$ cat src/rtl/mmmmmmmm_a_pkg.sv
// rtl/mmmmmmmm_a_pkg.sv - shared constants for the 8-input Batcher sorter
// Purpose: default data width and the compare-exchange wiring of the
//          19-element, 6-layer odd-even merge network.
// Lane i of the network carries operand i (A=0 .. H=7); after the last
// layer lane 0 holds the minimum and lane 7 the maximum.
package mmmmmmmm_a_pkg;

  localparam int WIDTH_DEF = 8;
  localparam int N_IN      = 8;

  // Comparators of layer k occupy indices LAYER_BASE[k] .. LAYER_BASE[k+1]-1.
  localparam int LAYER_BASE [0:6] = '{0, 4, 8, 10, 14, 16, 19};

  // Lane feeding the low (min) and high (max) side of each comparator.
  localparam int CMP_LO [0:18] = '{0, 2, 4, 6,  0, 1, 4, 5,  1, 5,
                                   0, 1, 2, 3,  2, 3,  1, 3, 5};
  localparam int CMP_HI [0:18] = '{1, 3, 5, 7,  2, 3, 6, 7,  2, 6,
                                   4, 5, 6, 7,  4, 5,  2, 4, 6};

  // Bit i set: lane i is untouched by that layer and passes straight through.
  localparam logic [7:0] LAYER_PASS [0:5] = '{8'h00, 8'h00, 8'h99,
                                              8'h00, 8'hC3, 8'h81};

endpackage

$ cat src/rtl/mmmmmmmm_a_cmp_swap.sv
// rtl/mmmmmmmm_a_cmp_swap.sv - combinational unsigned compare-exchange
// Purpose: lo = min(x,y), hi = max(x,y); equal operands pass unchanged.
// Ports:   x, y  (in,  WIDTH) operands
//          lo    (out, WIDTH) smaller value
//          hi    (out, WIDTH) larger value
module cmp_swap #(
  parameter int WIDTH = 8
) (
  input  logic [WIDTH-1:0] x,
  input  logic [WIDTH-1:0] y,
  output logic [WIDTH-1:0] lo,
  output logic [WIDTH-1:0] hi
);

  logic w_swap;

  // Swap only on strict less-than so ties keep their original sides.
  assign w_swap = (y < x);
  assign lo     = w_swap ? y : x;
  assign hi     = w_swap ? x : y;

endmodule

$ cat src/rtl/mmmmmmmm_a.sv
// rtl/mmmmmmmm_a.sv - pipelined 8-input Batcher odd-even merge sorter
// Purpose: sorts A..H ascending onto Y7 (min) .. Y0 (max), 3-cycle latency,
//          one set accepted per clock, no backpressure.
// Ports:   clk        clock, rising edge
//          rst_n      asynchronous active-low reset
//          in_valid   A..H carry a set this cycle
//          out_valid  Y7..Y0 carry a sorted set this cycle
//          Y7..Y0     sorted outputs (WIDTH each)
//          A..H       unsigned operands (WIDTH each)
module mmmmmmmm_a
  import mmmmmmmm_a_pkg::*;
#(
  parameter int WIDTH = WIDTH_DEF
) (
  input  logic             clk,
  input  logic             rst_n,
  input  logic             in_valid,
  output logic             out_valid,
  output logic [WIDTH-1:0] Y7,
  output logic [WIDTH-1:0] Y6,
  output logic [WIDTH-1:0] Y5,
  output logic [WIDTH-1:0] Y4,
  output logic [WIDTH-1:0] Y3,
  output logic [WIDTH-1:0] Y2,
  output logic [WIDTH-1:0] Y1,
  output logic [WIDTH-1:0] Y0,
  input  logic [WIDTH-1:0] A,
  input  logic [WIDTH-1:0] B,
  input  logic [WIDTH-1:0] C,
  input  logic [WIDTH-1:0] D,
  input  logic [WIDTH-1:0] E,
  input  logic [WIDTH-1:0] F,
  input  logic [WIDTH-1:0] G,
  input  logic [WIDTH-1:0] H
);

  // One array per layer boundary keeps every net acyclic.
  logic [WIDTH-1:0] w_in0 [N_IN];
  logic [WIDTH-1:0] w_l1  [N_IN];
  logic [WIDTH-1:0] w_l2  [N_IN];
  logic [WIDTH-1:0] r_p1  [N_IN];
  logic [WIDTH-1:0] w_l3  [N_IN];
  logic [WIDTH-1:0] w_l4  [N_IN];
  logic [WIDTH-1:0] r_p2  [N_IN];
  logic [WIDTH-1:0] w_l5  [N_IN];
  logic [WIDTH-1:0] w_l6  [N_IN];
  logic [WIDTH-1:0] r_p3  [N_IN];
  logic [2:0]       r_vld;

  assign w_in0[0] = A;
  assign w_in0[1] = B;
  assign w_in0[2] = C;
  assign w_in0[3] = D;
  assign w_in0[4] = E;
  assign w_in0[5] = F;
  assign w_in0[6] = G;
  assign w_in0[7] = H;

  // Layer 1: sort adjacent pairs
  for (genvar c = LAYER_BASE[0]; c < LAYER_BASE[1]; c++) begin : g_l1
    cmp_swap #(.WIDTH(WIDTH)) u_cs (
      .x (w_in0[CMP_LO[c]]), .y (w_in0[CMP_HI[c]]),
      .lo(w_l1[CMP_LO[c]]),  .hi(w_l1[CMP_HI[c]])
    );
  end

  // Layer 2: first step of merging pairs into sorted quads
  for (genvar c = LAYER_BASE[1]; c < LAYER_BASE[2]; c++) begin : g_l2
    cmp_swap #(.WIDTH(WIDTH)) u_cs (
      .x (w_l1[CMP_LO[c]]), .y (w_l1[CMP_HI[c]]),
      .lo(w_l2[CMP_LO[c]]), .hi(w_l2[CMP_HI[c]])
    );
  end

  // Layer 3: finish quad merge (middle lanes only)
  for (genvar c = LAYER_BASE[2]; c < LAYER_BASE[3]; c++) begin : g_l3
    cmp_swap #(.WIDTH(WIDTH)) u_cs (
      .x (r_p1[CMP_LO[c]]), .y (r_p1[CMP_HI[c]]),
      .lo(w_l3[CMP_LO[c]]), .hi(w_l3[CMP_HI[c]])
    );
  end
  for (genvar i = 0; i < N_IN; i++) begin : g_p3
    if (LAYER_PASS[2][i]) begin : g_t
      assign w_l3[i] = r_p1[i];
    end
  end

  // Layer 4: start merging the two quads
  for (genvar c = LAYER_BASE[3]; c < LAYER_BASE[4]; c++) begin : g_l4
    cmp_swap #(.WIDTH(WIDTH)) u_cs (
      .x (w_l3[CMP_LO[c]]), .y (w_l3[CMP_HI[c]]),
      .lo(w_l4[CMP_LO[c]]), .hi(w_l4[CMP_HI[c]])
    );
  end

  // Layer 5
  for (genvar c = LAYER_BASE[4]; c < LAYER_BASE[5]; c++) begin : g_l5
    cmp_swap #(.WIDTH(WIDTH)) u_cs (
      .x (r_p2[CMP_LO[c]]), .y (r_p2[CMP_HI[c]]),
      .lo(w_l5[CMP_LO[c]]), .hi(w_l5[CMP_HI[c]])
    );
  end
  for (genvar i = 0; i < N_IN; i++) begin : g_p5
    if (LAYER_PASS[4][i]) begin : g_t
      assign w_l5[i] = r_p2[i];
    end
  end

  // Layer 6: final clean-up of neighbouring inner lanes
  for (genvar c = LAYER_BASE[5]; c < LAYER_BASE[6]; c++) begin : g_l6
    cmp_swap #(.WIDTH(WIDTH)) u_cs (
      .x (w_l5[CMP_LO[c]]), .y (w_l5[CMP_HI[c]]),
      .lo(w_l6[CMP_LO[c]]), .hi(w_l6[CMP_HI[c]])
    );
  end
  for (genvar i = 0; i < N_IN; i++) begin : g_p6
    if (LAYER_PASS[5][i]) begin : g_t
      assign w_l6[i] = w_l5[i];
    end
  end

  // Data banks load every edge; only the valid bit qualifies them.
  always_ff @(posedge clk or negedge rst_n) begin
    if (!rst_n) begin
      for (int i = 0; i < N_IN; i++) begin
        r_p1[i] <= '0;
        r_p2[i] <= '0;
        r_p3[i] <= '0;
      end
      r_vld <= '0;
    end else begin
      for (int i = 0; i < N_IN; i++) begin
        r_p1[i] <= w_l2[i];
        r_p2[i] <= w_l4[i];
        r_p3[i] <= w_l6[i];
      end
      r_vld <= {r_vld[1:0], in_valid};
    end
  end

  assign out_valid = r_vld[2];
  assign Y7 = r_p3[0];
  assign Y6 = r_p3[1];
  assign Y5 = r_p3[2];
  assign Y4 = r_p3[3];
  assign Y3 = r_p3[4];
  assign Y2 = r_p3[5];
  assign Y1 = r_p3[6];
  assign Y0 = r_p3[7];

endmodule

$ cat config.mk
export PLATFORM = sky130hd
export DESIGN_NAME = mmmmmmmm_a
export DESIGN_NICKNAME = d
export VERILOG_FILES = /design/src/rtl/mmmmmmmm_a_pkg.sv /design/src/rtl/mmmmmmmm_a_cmp_swap.sv /design/src/rtl/mmmmmmmm_a.sv
export SDC_FILE = /design/constraint.sdc
export NUM_CORES = 1
export LEC_CHECK = 0
export CORE_ASPECT_RATIO = 1.2
export CORE_MARGIN = 4
export CORE_UTILIZATION = 40
export DETAILED_ROUTE_END_ITERATION = 12
export SLEW_MARGIN = 20
export SYNTH_ARGS = -nofsm -noshare
export SYNTH_HDL_FRONTEND = slang
export SYNTH_SLANG_ARGS = --single-unit
$ cat constraint.sdc
create_clock -name clk -period 4.53 [get_ports clk]
set_clock_uncertainty 0.05 [all_clocks]
set_input_delay 1.359 -clock clk [delete_from_list [all_inputs] [get_ports clk]]
set_output_delay 1.359 -clock clk [all_outputs]
set_load 0.05 [all_outputs]
; ---- Word level (Yosys, flattened, before mapping)
; Index checks and enable logic that the tools add are counted.
[op_classes]
muxes = 38
order_cmp = 19
[op_table]
columns = op, n
row1 = 8-bit two-way mux, 38
row2 = 8-bit less-than comparator, 19
[word_totals]
inputBits = 67
regBits = 195
output_inout_bits = 65
wordCells = 82

; ---- Logic depth before layout (Yosys ltp)
[depth]
ltp_word = 4
mapped_depth = 19
ltp_nobuf = 15

; ---- Hierarchy
; Synthesis repeated with hierarchy kept, for this count alone.
[unflattened]
cells_unflattened = 974
area_unflattened_um2 = 12962.4
[by_module_without_submodules]
columns = mod, area_per_inst_um2, cells_per_inst, instances, seq_area_each_um2
row1 = cmp_swap, 425.4, 41, 19, 0.0
row2 = mmmmmmmm_a, 4879.7, 195, 1, 4879.7

; ---- Worst setup path after synthesis
; OpenSTA, ideal clock, no wires.
[synth_timing]
path_type = input-to-reg
from = input port C[5]
to = register r_p1[57] (netlist bit)
t_arrival_ns = 5.089
required_ns = 4.347
setup_time_ns = 0.133
cell_stages = 14
path_slack_ns = -0.743
path_buffers = 2
cell_sequence = inv_1 ha_1 nand4_1 a21oi_1 a21o_1 clkbuf_1 mux2i_1 inv_1 ha_1 a211o_1 a2111oi_0 a31oi_1 buf_2 mux2i_1
[synth_between]
elab_chain_cells = 4
[synth_lines]
columns = element, line
row1 = "start, declared", mmmmmmmm_a.sv:29  ; input logic [WIDTH-1:0] C,
row2 = 8-bit less-than comparator, mmmmmmmm_a_cmp_swap.sv:18  ; assign w_swap = (y < x);
row3 = 8-bit two-way mux (*), mmmmmmmm_a_cmp_swap.sv:19  ; assign lo = w_swap ? y : x;
row4 = 8-bit less-than comparator, mmmmmmmm_a_cmp_swap.sv:18
row5 = 8-bit two-way mux (*), mmmmmmmm_a_cmp_swap.sv:19
row6 = named net g_l2[4].u_cs.lo[1], mmmmmmmm_a_cmp_swap.sv:11  ; output logic [WIDTH-1:0] lo,
row7 = "end signal, assigned by index", mmmmmmmm_a.sv:133  ; r_p1[i] <= w_l2[i];
row8 = "end, declared", mmmmmmmm_a.sv:41  ; logic [WIDTH-1:0] r_p1 [N_IN];
; The timed path passes the listed nets; every way through them passes the cells marked *.

; ---- Final worst setup path
[layout_timing]
from = input port G[1]
to = register r_p1[11] (netlist bit)
[layout_between]
elab_chain_cells = 4
[layout_lines]
columns = element, line
row1 = "start, declared", mmmmmmmm_a.sv:33  ; input logic [WIDTH-1:0] G,
row2 = 8-bit less-than comparator, mmmmmmmm_a_cmp_swap.sv:18
row3 = 8-bit two-way mux (*), mmmmmmmm_a_cmp_swap.sv:19
row4 = 8-bit less-than comparator, mmmmmmmm_a_cmp_swap.sv:18
row5 = 8-bit two-way mux (*), mmmmmmmm_a_cmp_swap.sv:20  ; assign hi = w_swap ? x : y;
row6 = named net g_l2[6].u_cs.hi[3], mmmmmmmm_a_cmp_swap.sv:12  ; output logic [WIDTH-1:0] hi
; Marked as above.

==> qor.txt <==
CTS tree -> yes
clk sink count -> 195
met3 track demand over resource -> 2.09%
Netlist Area Pre-Place -> 13100 sq um
core area -> 32300 sq um
Max Root-Sink Buffers -> 2
Routability Congestion -> 0.879
worst path required time -> 4.83 ns
Worst Path Max Fanout -> 7
# fillers -> 2797
FFs w/ async S/R, synth -> 100%
hold path endpoint -> r_vld[2]
syn_area_per_cell -> 10.0 sq um
Worst Setup End Kind -> register
dominant register cell in the synthesized netlist -> dfrtp_1
yosys warns -> 0
global router's overall resource usage -> 19.9%
ant diodes -> 0
Area contributors post-synth -> dfrtp_1, ha_1, mux2i_1, mux2_2, inv_1
Tcrit/Tclk final -> 98.1%
grt met1 use -> 23.2%
DRC -> 0
post-synth top area share -> 37.2%
die area -> 35700 sq um
run status -> finished clean
largest net degree at the start of global routing -> 101
detailed-route wire length per cell -> 17.4 microns
syn nets -> 1505
Syn-to-layout area delta -> 40.9%
startpoint types -> input port
share of layout cells above drive strength 1 -> 31.3%
M2 GR Usage -> 38.2%
initial antenna violation count -> 0
worst slew pin tran -> 0.717 ns
placed inst area -> 16900 sq um
final hold violations -> 0
Rel. slew slack -> 52.2%
Detailed Place HPWL -> 29300 microns
Post-CTS Hold Buffers -> 0
antenna-violating nets left -> 0
RR Startpoint -> r_p2[39]
Synth Register Bits -> 195
overall routed net length -> 36700 microns
busiest grt layer -> met2
total number of vias -> 11400
Max Clk Rate -> 225 MHz
first-pass GRT wire length -> 57800 microns
final setup fails -> 0
worst min path class -> register to register
Synth Instances -> 1305
Netlist cell types -> 58
Seq/Total Area, Yosys -> 37.2%
CP arrival -> 4.75 ns
Final #Nets -> 1896
r2r worst-path depth -> 14
1st-iter DRT viols -> 604
Clock Latency Late Sink -> 0.44 ns
CP Class -> input port to register
Max Cap Viol -> 0
Rows -> 72
global route total overflow -> 0
Reg area -> 4880 sq um
Slew Viols, Final -> 0
CTS H-tree depth -> 4
WHS Path Cells -> 0
CTS buffer count -> 17
input/output buffers -> 131
hold path startpoint -> r_vld[1]
vias in the first global route -> 11300
worst reg-to-reg setup slack -> 0.41 ns
I/O Pins -> 132
Die Width -> 173 microns
Via density -> 5.37
drt pass-1 iters -> 5
cell accounting for the most synthesized area -> dfrtp_1
initial cell density of the core -> 40.7%
clock slew seen by the registers of the worst setup and hold paths -> 0.08 ns
clock root cell -> clkbuf_16
design area -> 18500 sq um
Period minus WS final -> 4.45 ns
Chip Height -> 206 microns
area of the multi-input gates -> 8130 sq um
worst reg2reg path endpoint -> Y2[7]
EDFF count, synth -> 0
## cell type report
type	count	area share (%)
timing repair buffer	428	20.2
clock inverter	15	1.07
inverter	160	3.25
multi-input combinational	894	44.0
clock buffer	17	2.30
tap	407	2.76
sequential	195	26.4
## cell usage in the layout (no fill, tap or decap), types with 23 or more instances in the layout
| cell | n |
|---|---|
| buf_4 | 283 |
| dfrtp_1 | 195 |
| inv_1 | 148 |
| clkdlybuf4s50_1 | 118 |
| ha_1 | 115 |
| mux2i_1 | 97 |
| mux2_2 | 78 |
| a21oi_1 | 54 |
| nor2_1 | 41 |
| a211oi_1 | 36 |
| nand2_1 | 27 |
| nor3_1 | 27 |
| nand2b_1 | 24 |
| o211ai_1 | 24 |
| o21ai_0 | 23 |
## worst max-delay path by stage
| stage | from | depth (start not counted) | to |
|---|---|---|---|
| global route | C[3] | 20 | r_p1[62] |
| CTS | C[6] | 19 | r_p1[37] |
| finish | G[1] | 15 | r_p1[11] |
| global placement | C[5] | 17 | r_p1[51] |
| floorplan | C[5] | 18 | r_p1[37] |
| detailed placement | C[5] | 17 | r_p1[50] |
## Yosys cell counts, types with 21 or more instances
| library cell | instances |
|---|---|
| dfrtp_1 | 195 |
| inv_1 | 160 |
| ha_1 | 133 |
| mux2i_1 | 120 |
| mux2_2 | 78 |
| a21oi_1 | 74 |
| a211oi_1 | 51 |
| nor2_1 | 42 |
| clkbuf_1 | 37 |
| nor3_1 | 33 |
| o21ai_0 | 30 |
| nand2_1 | 28 |
| nand2b_1 | 24 |
| o211ai_1 | 24 |
| a32oi_1 | 21 |
## routing by layer
layer	vias up	wire length [microns]
met1	5472	15100
met3	60	910
met2	229	19700
met5	-	0
met4	0	1040
li1	5595	-
## worst max-delay path, cell delays in order
cell             delay [ns]
clkdlybuf4s50_1        0.49
inv_2                  0.04
ha_1                   0.28
a2111o_1               0.52
a31o_4                 0.31
buf_4                  0.15
mux2i_2                0.19
inv_1                  0.07
ha_1                   0.19
a21o_1                 0.18
a21oi_2                0.13
o211ai_1               0.13
a21oi_2                0.26
clkbuf_16              0.22
mux2i_2                0.21
## metrics by stage
stage	utilization, %	hold WS, ns	setup TNS [ns]	worst slack, ns	cells
after floorplan	-	0.281	0	0.00743	1305
after global placement	52.4	0.283	-27.80	-0.601	2051
after detailed placement	52.4	0.286	-31.50	-0.657	2051
after CTS	54.8	0.304	-0.00740	-0.00485	2092
after global routing	57.3	0.306	-0.245	-0.0304	2116
final	57.3	0.301	0	0.0841	2116
## repair_timing
item,in CTS,in global routing
gates resized for setup,14,122
setup buffers,9,17
endpoints found under the setup margin,39,58
cloned,0,7
endpoints found under the hold margin,0,0
pin swaps,11,41
## registers in the layout, indices dropped and copies added, names as in the netlist
| name | cells |
|---|---|
| r_p1 | 64 |
| r_p2 | 64 |
| Y0 | 8 |
| Y1 | 8 |
| Y2 | 8 |
| Y3 | 8 |
| Y4 | 8 |
| Y5 | 8 |
| Y6 | 8 |
| Y7 | 8 |
| r_vld | 3 |
## cell families after synthesis
logic type / Yosys count / share of synthesized area (%)
compound gates: 332 / 18.0
simple gates: 225 / 9.46
buf+inv: 219 / 6.46
mux: 201 / 16.1
flops: 195 / 37.2
fa+ha+maj: 133 / 12.7
Power is left out: the tool's default activity adds up to more than one toggle a clock period on the data nets, which glitch-free logic cannot reach.
